**src/rtl/aes_key_expander_seq.sv**
```systemverilog
// Iterative AES key-schedule generator: one 32-bit schedule word per clock,
// sharing a single 4-byte SubWord stage, for AES-128/192/256.
module aes_key_expander_seq #(
  parameter int NK = 4,
  parameter int NR = 10,
  localparam int NW = 4 * (NR + 1)
) (
  input  logic              clk,
  input  logic              reset,
  input  logic              start,
  input  logic [0:32*NK-1]  key,
  output logic              busy,
  output logic              keys_valid,
  output logic [0:32*NW-1]  keysContainer
);

  localparam int IW = $clog2(NW);

  localparam logic [1:0] IDLE   = 2'd0;
  localparam logic [1:0] EXPAND = 2'd1;
  localparam logic [1:0] DONE   = 2'd2;

  localparam logic [2047:0] SBOX_TABLE = {
    128'h637c777bf26b6fc53001672bfed7ab76, 128'hca82c97dfa5947f0add4a2af9ca472c0,
    128'hb7fd9326363ff7cc34a5e5f171d83115, 128'h04c723c31896059a071280e2eb27b275,
    128'h09832c1a1b6e5aa0523bd6b329e32f84, 128'h53d100ed20fcb15b6acbbe394a4c58cf,
    128'hd0efaafb434d338545f9027f503c9fa8, 128'h51a3408f929d38f5bcb6da2110fff3d2,
    128'hcd0c13ec5f974417c4a77e3d645d1973, 128'h60814fdc222a908846eeb814de5e0bdb,
    128'he0323a0a4906245cc2d3ac629195e479, 128'he7c8376d8dd54ea96c56f4ea657aae08,
    128'hba78252e1ca6b4c6e8dd741f4bbd8b8a, 128'h703eb5664803f60e613557b986c11d9e,
    128'he1f8981169d98e949b1e87e9ce5528df, 128'h8ca1890dbfe6426841992d0fb054bb16
  };

  function automatic logic [7:0] sboxByte(input logic [7:0] b);
    return SBOX_TABLE[8 * (255 - int'(b)) +: 8];
  endfunction

  function automatic logic [31:0] subWord(input logic [31:0] w);
    return {sboxByte(w[31:24]), sboxByte(w[23:16]), sboxByte(w[15:8]), sboxByte(w[7:0])};
  endfunction

  function automatic logic [7:0] xtime(input logic [7:0] b);
    return {b[6:0], 1'b0} ^ (b[7] ? 8'h1b : 8'h00);
  endfunction

  logic [1:0]    state_r;
  logic [IW-1:0] wordIdx_r;
  logic [3:0]    modCnt_r;
  logic [7:0]    rcon_r;
  // window_r[0] holds w[i-NK], window_r[NK-1] holds w[i-1]
  logic [31:0]   window_r [NK];

  logic [31:0] prevWord_s;
  logic [31:0] sboxIn_s;
  logic [31:0] subOut_s;
  logic [31:0] temp_s;
  logic [31:0] newWord_s;

  // Next schedule word from the sliding window and the shared SubWord stage
  always_comb begin
    prevWord_s = window_r[NK-1];
    if (modCnt_r == 4'd0) begin
      sboxIn_s = {prevWord_s[23:0], prevWord_s[31:24]};
    end else begin
      sboxIn_s = prevWord_s;
    end
    subOut_s = subWord(sboxIn_s);
    if (modCnt_r == 4'd0) begin
      temp_s = subOut_s ^ {rcon_r, 24'h000000};
    end else if ((NK == 8) && (modCnt_r == 4'd4)) begin
      temp_s = subOut_s;
    end else begin
      temp_s = prevWord_s;
    end
    newWord_s = window_r[0] ^ temp_s;
  end

  // Control FSM, schedule window and output container
  always_ff @(posedge clk or posedge reset) begin
    if (reset) begin
      state_r       <= IDLE;
      busy          <= 1'b0;
      keys_valid    <= 1'b0;
      keysContainer <= {(32*NW){1'b0}};
      wordIdx_r     <= {IW{1'b0}};
      modCnt_r      <= 4'd0;
      rcon_r        <= 8'h01;
      for (int j = 0; j < NK; j++) begin
        window_r[j] <= 32'h00000000;
      end
    end else begin
      case (state_r)
        IDLE, DONE: begin
          if (start) begin
            for (int j = 0; j < NK; j++) begin
              keysContainer[32*j +: 32] <= key[32*j +: 32];
              window_r[j]               <= key[32*j +: 32];
            end
            wordIdx_r  <= IW'(NK);
            modCnt_r   <= 4'd0;
            rcon_r     <= 8'h01;
            state_r    <= EXPAND;
            busy       <= 1'b1;
            keys_valid <= 1'b0;
          end else begin
            state_r <= state_r;
          end
        end
        EXPAND: begin
          keysContainer[32*int'(wordIdx_r) +: 32] <= newWord_s;
          for (int j = 0; j < NK - 1; j++) begin
            window_r[j] <= window_r[j+1];
          end
          window_r[NK-1] <= newWord_s;
          if (modCnt_r == 4'd0) begin
            rcon_r <= xtime(rcon_r);
          end
          if (modCnt_r == 4'(NK - 1)) begin
            modCnt_r <= 4'd0;
          end else begin
            modCnt_r <= modCnt_r + 4'd1;
          end
          if (wordIdx_r == IW'(NW - 1)) begin
            state_r    <= DONE;
            busy       <= 1'b0;
            keys_valid <= 1'b1;
          end else begin
            wordIdx_r <= wordIdx_r + IW'(1);
          end
        end
        default: begin
          state_r    <= IDLE;
          busy       <= 1'b0;
          keys_valid <= 1'b0;
        end
      endcase
    end
  end

endmodule

```
**config.mk**
```make
export PLATFORM = sky130hd
export DESIGN_NAME = aes_key_expander_seq
export DESIGN_NICKNAME = d
export VERILOG_FILES = /design/src/rtl/aes_key_expander_seq.sv
export SDC_FILE = /design/constraint.sdc
export NUM_CORES = 2
export LEC_CHECK = 0
export CELL_PAD_IN_SITES_DETAIL_PLACEMENT = 0
export CELL_PAD_IN_SITES_GLOBAL_PLACEMENT = 2
export CORE_AREA = 4 4 603 605
export DETAILED_ROUTE_END_ITERATION = 8
export DIE_AREA = 0 0 607 609
export PLACE_DENSITY_LB_ADDON = 0.1
export SYNTH_ARGS = -nofsm -noshare
export SYNTH_HDL_FRONTEND = slang
export SYNTH_SLANG_ARGS = --single-unit
```
**constraint.sdc**
```tcl
create_clock -name clk -period 53.1 [get_ports clk]
set_input_delay 13.275 -clock clk [delete_from_list [all_inputs] [get_ports clk]]
set_output_delay 13.275 -clock clk [all_outputs]
set_load 0.02 [all_outputs]
```
# After elaboration in Yosys (flattened, before gate mapping)
# Cells that the tools add are included.
# word_totals
register_bits,1558
inputBits,131
out_inout_bits,1410
memories,0
elab_cells,70
ramBits,0
romBits,0
latch_bits,0
# op_classes
shift,6
n_bitwise,4
add_sub_neg,7
mul,0
eq_ne,8
div,0
magnitude_cmp,0
n_reduce_logical,8
muxes,25
# op_table
operator,n
$shiftx 2048x12->8 const A,4
$shift 1409x33->1408 const A,1
$shiftx 1409x33->1408,1
$bwmux 1408,1
$pmux 128 s2,2
$mux 128,1
$mux 32,2
$xor 32x32->32,2
$sub 8x8->9 const A,4
$neg 32->33,1
$not 11->32,1
$mux 8,2
$pmux 8 s2,1
$mux 6,2
$pmux 6 s2,1
$mux 4,2
$ne 2x2->1 const B,4
$pmux 4 s2,1
$xor 8x5->8,1
$add 6x1->6 const B,1
$eq 6x6->1 const B,1
$reduce_and 3->1,2
$mux 5,1
$add 4x1->4 const B,1
12 further kinds,18

# Depth between registers and ports, before layout
# depth
depth_word,10
mapped_depth,30
depth_no_buf,17

# Least setup slack after synthesis
# Ideal clock, no wire load.
# synth_path
kind,input port to flip-flop
startpoint,input start
endpoint,register keysContainer[64] in the netlist's numbering
setup_ns,0.085
setup_slack_ns,38.504
path_buffers,3
t_arrival_ns,14.511
path_stages,6
cell_sequence,nor2b_1 -> clkbuf_1 -> clkbuf_1 -> clkbuf_1 -> a22oi_1 -> o21ai_0
# synth_via
elab_chain_len,2
# synth_lines
element,line,source
from (decl),10,"input logic start,"
$ne 2x2->1 (no line),n/a,
$reduce_and 2->1 (no line),n/a,
to (signal assigned),84,keysContainer <= {(32*NW){1'b0}};
"to (signal, indexed assignment)",96,keysContainer[32*j +: 32] <= key[32*j +: 32];
"to (signal, indexed assignment)",110,keysContainer[32*int'(wordIdx_r) +: 32] <= newWord_s;
to (decl),14,output logic [0:32*NW-1] keysContainer
# Every way passes these cells.
# A chain may end at the register's enable or synchronous reset.

==> results.json <==
{
  "critPathArrivalTime_ns": 18.88,
  "synth_fp_nets": 8212,
  "grt_usage": 0.311,
  "drc": 0,
  "fp.dieH_um": 609,
  "worst_pin_slew_ns": 1.45,
  "layout-drive-gt1-share": 0.0917,
  "post_drt_wl_per_cell_um": 41.9,
  "postCtsSetupRepairBufs": 0,
  "max_slew_margin": 0.0112,
  "critPathRequiredTime_ns": 53.98,
  "dpl_cell_area_mm2": 0.0958,
  "drt_iter0_drc": 8512,
  "grt_util_met1": 0.392,
  "post-route-min-period_ns": 18.00,
  "core_area_mm2": 0.358,
  "h-tree-depth": 4,
  "yosys-top-cells-area": "dfrtp_1, o21ai_0, nand2_1, clkbuf_1, a22o_1",
  "hold_viol_final": 0,
  "fillCellCount": 37600,
  "die_x_um": 607,
  "async_reset_ff_frac": 1.00,
  "violations": "antenna rules, capacitance limit",
  "area_growth_pct": 37.7,
  "min_path_type": "reg2reg",
  "synth_most_common_cell": "dfrtp_1",
  "grt_use_met3": 0.0817,
  "setup_viol_count_final": 0,
  "r2r_cells": 17,
  "post-route-period-util": 0.339,
  "syn_inst": 8023,
  "crit_type": "in2async",
  "clkTransAtPathRegs_ns": 0.06,
  "synth_seq_area_share": 0.523,
  "critPathCaptureType": "async pin",
  "worstSkewPairLatency_ns": 0.91,
  "num_vias": 76000,
  "ctsHoldBuffers": 0,
  "syn_area_per_cell_um2": 9.28,
  "grt-ovfl-total": 0,
  "via_per_inst": 5.34,
  "grt_pass1_vias": 73400,
  "synth.distinct_cells": 100,
  "grt_max_degree": 145,
  "hpwl_um": 440000,
  "drtPass1Iterations": 8,
  "die-area_mm2": 0.370,
  "clock_path_buffers": 4,
  "cts-root-buf": "clkbuf_16",
  "cap_violations": 1,
  "fmax_mhz": 55.6,
  "cts_resized": 0,
  "startpoint_type": "input port",
  "yosysTopAreaCell": "dfrtp_1",
  "synth-edff-count": 0,
  "skew_ns": 0.0919,
  "slew_viol_final": 0,
  "syn_area_mm2": 0.0745,
  "grtUsageMet2": 0.513,
  "cp_max_fo": 60,
  "hold_depth": 2,
  "status": "complete, but fails checks",
  "io_buffers": 1540,
  "routed_wl_um": 597000,
  "io_pins": 1541,
  "tns_ns": 0,
  "rows": 220,
  "cts_tree": "yes",
  "grt_pass1_wl_um": 779000,
  "clkSinkCount": 1557,
  "grt.busiest_layer": "met2",
  "rsz0062_at_grt": "no",
  "start_util": 0.208,
  "antenna_found_initial": 159,
  "synth_top_area_frac": 0.523,
  "synth-seq-cells": 1557,
  "synth_commonest_cells": "dfrtp_1, nand2_1, o21ai_0, clkbuf_1, nor2_1",
  "synth_top_flop_cell": "dfrtp_1",
  "cts_inserted_buffers": 197,
  "ant_nets": 1,
  "fin_nets": 9456,
  "stdcell_area_mm2": 0.103,
  "ys_warn_count": 0,
  "place.gp.congestion": 0.926
}
[flip-flops by register name (all words and copies together) (netlist names)]
name	flops
window_r	96
prevWord_s	32
rcon_r	8
keysContainer	1408
state_r	1
busy	1
keys_valid	1
wordIdx_r	6
modCnt_r	4
[stage by stage]
stage	std cells	hold WS, ns	setup slack (ns)	util
4_1_cts	14200	0.470	34.93	0.286
3_3_place_gp	13800	0.460	34.10	0.267
6_report	14200	0.471	35.10	0.286
2_1_floorplan	8023	0.439	18.26	-
5_1_grt	14200	0.489	34.40	0.286
3_5_place_dp	13800	0.458	33.95	0.267
[per-layer routing]
layer / routed length [um] / vias to the layer above
li1: - / 31500
met1: 239000 / 39900
met2: 283000 / 3857
met3: 51100 / 701
met4: 23800 / 12
met5: 68 / -
[logic make-up (layout without fill, tap and decap cells)]
kind of cell	Yosys count	after routing	synth area share
compound gates	2924	2924	0.253
xor+xnor	42	42	0.00514
fa+ha+maj	58	58	0.00974
buf+inv	875	2270	0.0485
flops	1557	1557	0.523
mux	137	137	0.0202
other cells	0	58	0
simple gates	2430	2430	0.141
[cell usage in the layout, fill, tap and decap left out, types with 69 or more instances in the layout]
master	Yosys	routed
a31oi_1	69	69
a22oi_1	176	176
o21ai_0	1258	1252
a22o_1	241	241
buf_4	24	309
o211ai_1	113	113
o22ai_1	79	78
o31ai_1	94	94
nand2_1	1494	1480
clkdlybuf4s50_1	0	1540
nor3_1	95	90
clkbuf_16	0	197
a21oi_1	317	316
a211oi_1	120	118
mux2i_1	95	76
nand3_1	170	141
nor2_1	339	320
dfrtp_1	1556	1554
[critical path, stage by stage]
cell and delay, ns:
clkdlybuf4s50_1 0.44, clkinvlp_4 0.72, buf_4 0.58, buf_4 0.64, buf_4 0.61, buf_4 0.73, buf_4 0.78, buf_4 0.78
[worst paths after layout]
check / start / slack (ns) / end
max reg2reg: modCnt_r[0]$_DFFE_PP0P_ / 44.23 / keysContainer[505]$_DFFE_PP0P_
min: window_r[69]$_DFFE_PP0P_ / 0.47 / window_r[69]$_DFFE_PP0P_
min in group asynchronous: reset / 13.04 / keysContainer[879]$_DFFE_PP0P_
max: reset / 35.10 / keysContainer[1049]$_DFFE_PP0P_
min reg2reg: window_r[69]$_DFFE_PP0P_ / 0.47 / window_r[69]$_DFFE_PP0P_
max in group clk: start / 37.32 / keysContainer[43]$_DFFE_PP0P_
[layout make-up]
class / instances / area [um2] / area share
diodes: 58 / 145 / 0.00142
flip-flops and latches: 1557 / 39000 / 0.380
inverters: 69 / 264 / 0.00257
well taps: 4773 / 5970 / 0.0582
multi-input cells: 5591 / 32800 / 0.320
repair buffers: 1851 / 17800 / 0.173
clock buffers: 277 / 5720 / 0.0558
clock inverters: 73 / 866 / 0.00844
Power is not shown: default switching activity piles up to over one toggle a cycle in this logic, so the estimate is an artifact.
